<file path="src/rtl/rv32i_mem_arbiter.sv">
// Arbiter sharing one synchronous memory between fetch and data ports.
// Optional statistics counters: define RV32I_MEM_ARB_STATS_EN.
module rv32i_mem_arbiter #(
  parameter int ADDR_W     = 32,
  parameter int DATA_W     = 32,
  parameter int MAX_STARVE = 4
`ifdef RV32I_MEM_ARB_STATS_EN
  ,
  parameter int STAT_W     = 32
`endif
) (
  input  logic              clk,
  input  logic              rst,
  input  logic              ena,
  input  logic              i_req,
  input  logic [ADDR_W-1:0] i_addr,
  output logic              i_gnt,
  output logic              i_rvalid,
  output logic [DATA_W-1:0] i_rdata,
  input  logic              d_req,
  input  logic              d_we,
  input  logic [ADDR_W-1:0] d_addr,
  input  logic [DATA_W-1:0] d_wdata,
  output logic              d_gnt,
  output logic              d_rvalid,
  output logic [DATA_W-1:0] d_rdata,
  output logic [ADDR_W-1:0] mem_addr,
  output logic [DATA_W-1:0] mem_wr_data,
  output logic              mem_wr_ena,
  input  logic [DATA_W-1:0] mem_rd_data
`ifdef RV32I_MEM_ARB_STATS_EN
  ,
  output logic [STAT_W-1:0] stat_i_grants,
  output logic [STAT_W-1:0] stat_conflicts
`endif
);

  localparam logic [0:0] DATA_PRI  = 1'b0;
  localparam logic [0:0] INSTR_PRI = 1'b1;

  localparam logic [1:0] OWN_NONE = 2'd0;
  localparam logic [1:0] OWN_I    = 2'd1;
  localparam logic [1:0] OWN_D    = 2'd2;

  localparam logic [3:0] MAXS = 4'(MAX_STARVE);

  logic [0:0]        pri_q, pri_d;
  logic [3:0]        cnt_q, cnt_d;
  logic [1:0]        own_q, own_d;
  logic [DATA_W-1:0] i_rdata_q;
  logic [DATA_W-1:0] d_rdata_q;

  // Grants are held low during reset so every output reads zero.
  always_comb begin
    i_gnt = 1'b0;
    d_gnt = 1'b0;
    if (ena && !rst) begin
      if (pri_q == INSTR_PRI) begin
        i_gnt = i_req;
        d_gnt = d_req & ~i_req;
      end else begin
        d_gnt = d_req;
        i_gnt = i_req & ~d_req;
      end
    end
  end

  assign mem_addr    = d_gnt ? d_addr : (i_gnt ? i_addr : '0);
  assign mem_wr_data = d_gnt ? d_wdata : '0;
  assign mem_wr_ena  = d_gnt & d_we;

  always_comb begin
    pri_d = pri_q;
    cnt_d = cnt_q;
    if (ena) begin
      if (i_gnt) begin
        pri_d = DATA_PRI;
        cnt_d = '0;
      end else begin
        if (cnt_q == MAXS) pri_d = INSTR_PRI;
        if (!i_req)              cnt_d = '0;
        else if (cnt_q != MAXS)  cnt_d = cnt_q + 4'd1;
      end
    end
  end

  always_comb begin
    own_d = OWN_NONE;
    if (i_gnt)              own_d = OWN_I;
    else if (d_gnt && !d_we) own_d = OWN_D;
  end

  assign i_rvalid = (own_q == OWN_I);
  assign d_rvalid = (own_q == OWN_D);
  assign i_rdata  = i_rvalid ? mem_rd_data : i_rdata_q;
  assign d_rdata  = d_rvalid ? mem_rd_data : d_rdata_q;

  always_ff @(posedge clk or posedge rst) begin
    if (rst) begin
      pri_q     <= DATA_PRI;
      cnt_q     <= '0;
      own_q     <= OWN_NONE;
      i_rdata_q <= '0;
      d_rdata_q <= '0;
    end else begin
      pri_q <= pri_d;
      cnt_q <= cnt_d;
      own_q <= own_d;
      if (i_rvalid) i_rdata_q <= mem_rd_data;
      if (d_rvalid) d_rdata_q <= mem_rd_data;
    end
  end

`ifdef RV32I_MEM_ARB_STATS_EN
  logic [STAT_W-1:0] igr_q, cfl_q;

  always_ff @(posedge clk or posedge rst) begin
    if (rst) begin
      igr_q <= '0;
      cfl_q <= '0;
    end else if (ena) begin
      if (i_gnt)         igr_q <= igr_q + 1'b1;
      if (i_req && d_req) cfl_q <= cfl_q + 1'b1;
    end
  end

  assign stat_i_grants  = igr_q;
  assign stat_conflicts = cfl_q;
`endif

endmodule

</file>
<file path="config.mk">
export PLATFORM = sky130hd
export DESIGN_NAME = rv32i_mem_arbiter
export DESIGN_NICKNAME = d
export VERILOG_FILES = /design/src/rtl/rv32i_mem_arbiter.sv
export SDC_FILE = /design/constraint.sdc
export NUM_CORES = 1
export LEC_CHECK = 0
export ABC_AREA = 0
export CORE_AREA = 2 2 102 104
export DETAILED_ROUTE_END_ITERATION = 7
export DIE_AREA = 0 0 104 106
export PLACE_DENSITY_LB_ADDON = 0.12
export SKIP_CTS_REPAIR_TIMING = 1
export SLEW_MARGIN = 40
export SYNTH_ARGS = -nofsm -noshare
export SYNTH_HDL_FRONTEND = slang
export SYNTH_SLANG_ARGS = --single-unit
</file>
<file path="constraint.sdc">
create_clock -name clk -period 5 [get_ports clk]
set_input_delay 1.5 -clock clk [delete_from_list [all_inputs] [get_ports clk]]
set_output_delay 1.5 -clock clk [all_outputs]
set_load 0.01 [all_outputs]
</file>
==> impl_metrics.toml <==
[grt]
grt_pass1_wl_um = 17600
antenna_found_initial = 0
grt_pass1_vias = 3173
gr-total-overflow = 0
grt_max_degree = 47
grt_usage_pct = 20.7

[worst_setup_path]
cp.arrival_ns = 3.42
crit_path_end_kind = "primary output"
reg2reg_to = "i_rdata_q[31]$_DFF_PP0_"
path_max_fanout = 15
cp.required_ns = 3.50
setup.worst_path.class = "input pin to primary output"
startpoint_type = "input pin"
regToRegStartpoint = "own_q[1]$_DFF_PP0_"
r2r_cells = 3
endpoint = "mem_addr[4]"
ff2ff_setup_slack_ns = 3.25
startpoint = "rst"

[floorplanning]
start_util_pct = 33.2
core_region_area_um2 = 10000
ios = 267
die_w_um = 104
die_h_um = 106
dieArea_um2 = 11000
placementRows = 37

[timing]
tightest_slew_ns = 0.588
fin_crit_sh_pct = 98.3
setup_ws_ns = 0.0828
min_period_ns = 4.92
final_max_slew_viol_count = 0
hold_violations = 0
fin_setup_tns_ns = 0
timing.fmax_mhz = 203
relSlewSlack_pct = 60.8
finalSetupViolCount = 0
skew_ns = 0.0103
rsz0062_at_grt = "false"

[cells_and_area]
n_fill_cell = 836
antennaDiodeCount = 0
regArea_um2 = 1780
nets = 657
synthToLayoutAreaGrowth_pct = 91.8
multi_input_area_um2 = 1430
drive_gt1_share_pct = 18.7
layoutNonFillerInstCount = 661
design_area_um2 = 6370

[place]
place_congestion = 0.801
place_ws_ns = 0.0215
dp.final_hpwl_um = 9290
portBuffers = 266
numPlacedInstances = 643
postPlaceCellArea_um2 = 6150

[clock_network]
cts_sinks = 71
cts_buffers = 9
clock_latency_ns = 0.34
cts_root_buf = "clkbuf_8"
ctsLongestPathBuffers = 2
clk_pin_slew_ns = 0.07
cts_tree = "done"
htreeDepth = 3

[yosys]
async_flop_share_pct = 100
syn_area_um2 = 3320
synth_top_family_by_area = "multiplexers"
synth_seq_cells = 71
synth_xor_xnor_area_share_pct = 0
synthAdderAreaFrac_pct = 0.753
synth_mux_area_share_pct = 22.0
synth_compound_area_share_pct = 10.5
synth_top_area_share_pct = 53.5
synth_flop_cell = "dfrtp_1"
yosys-top-cells-area = "dfrtp_1 (53%), mux2_2 (22%), a22o_1 (8.7%)"
yosysTopAreaCell = "dfrtp_1"
syn_area_per_cell_um2 = 13.2
syn-num-nets = 387
yosysSeqAreaShare_pct = 53.5
synth_edf_count = 0
synthCells = 251
synthSimpleGateAreaFrac_pct = 9.11
synth.distinct_cells = 27
ys_warn_count = 0

[route]
wl_um = 12000
drtAntennaViolNets = 0
first_pass_iters = 4
via_per_inst = 4.59
routedWlPerCell_um = 18.1
drt_iter0_markers = 93
vias = 3031
drcViolationCount = 0

[flow_run]
max-cap-violations = 0

[power_and_ir_drop]
leakage_nw = 2.63
vdd_drop_max_mv = 0.215
powerDensity_nw_per_um2 = 325
total_power_mw = 2.07

[hold_path]
hold_path.class = "flip-flop to flip-flop"

[status]
outcome = "complete, no violations"
power breakdown:
group	switching, mW	total [mW]	internal (mW)	leakage (nW)
clock	0.218	0.397	0.180	0.0817
combinational	0.337	0.894	0.557	1.70
sequential	0.0401	0.778	0.738	0.848
worst max-delay path, stage by stage:
cell and delay, ns:
clkdlybuf4s50_1 0.47, nand2b_4 0.20, nor3b_4 0.23, buf_4 0.15, buf_12 0.13, a22o_1 0.17, clkdlybuf4s50_1 0.54
stage by stage:
stage | hold slack, ns | utilization, %
after floorplan | 0.470 | -
after global routing | 0.509 | 63.7
after global placement | 0.477 | 61.5
after detailed placement | 0.481 | 61.5
after CTS | 0.498 | 63.2
final | 0.494 | 63.7
cell usage in the layout (no fill, tap or decap), types with 2 or more instances in the layout:
| cell | n |
|---|---|
| nand2_1 | 3 |
| a21oi_1 | 3 |
| inv_1 | 5 |
| clkinv_4 | 2 |
| dfrtp_1 | 71 |
| mux2_2 | 65 |
| clkdlybuf4s50_1 | 264 |
| buf_12 | 3 |
| o21ai_0 | 2 |
| ha_1 | 2 |
| clkinvlp_4 | 2 |
| clkbuf_8 | 9 |
| a22o_1 | 33 |
| buf_4 | 7 |
| dlymetal6s2s_1 | 2 |
| and2_1 | 33 |
how the worst min path moves through the flow:
stage,from,endpoint,cells after the start
after floorplan,cnt_q[3]$_DFFE_PP0P_,cnt_q[3]$_DFFE_PP0P_,1
after global placement,d_rdata_q[3]$_DFF_PP0_,d_rdata_q[3]$_DFF_PP0_,1
after detailed placement,d_rdata_q[0]$_DFF_PP0_,d_rdata_q[0]$_DFF_PP0_,1
after CTS,d_rdata_q[0]$_DFF_PP0_,d_rdata_q[0]$_DFF_PP0_,1
after global routing,d_rdata_q[0]$_DFF_PP0_,d_rdata_q[0]$_DFF_PP0_,1
final,d_rdata_q[0]$_DFF_PP0_,d_rdata_q[0]$_DFF_PP0_,1
final cells by class:
cell class                 instances  area share (%)
multi-input combinational        156            22.4
clock inverter                     6           0.727
sequential                        71            27.9
timing repair buffer             277            44.0
clock buffer                       9            1.94
inverter                           6           0.353
tap                              136            2.67
cell usage after synthesis (2+ instances only):
master    instances
dfrtp_1          71
mux2_2           65
a22o_1           33
and2_1           33
buf_2             7
inv_1             6
buf_4             4
clkbuf_1          4
a21oi_1           3
buf_6             3
nand2_1           3
ha_1              2
nor2b_1           2
o21ai_0           2
metal layers:
metal  GRT usage (%)  wire length, µm  vias to the layer above
met1            24.0             4730                     1454
met3            9.01             1150                        8
met5               0                0                        -
li1                -                -                     1433
met4            5.79              152                        0
met2            35.2             5920                      136
logic make-up (layout without fill, tap and decap cells):
group / after synthesis / in the layout
buffers and inverters: 24 / 298
multiplexers: 65 / 65
AND/OR/NAND/NOR: 47 / 47
flip-flops: 71 / 71
adder cells (fa/ha/maj): 2 / 2
AO/OA/AOI/OAI: 42 / 42
sequential cells by signal (all words and copies together), names as in the netlist:
name	count
i_rdata_q	32
d_rdata_q	32
own_q	2
cnt_q	4
pri_q	1
No activity file was read; power rests on OpenSTA's default activity.
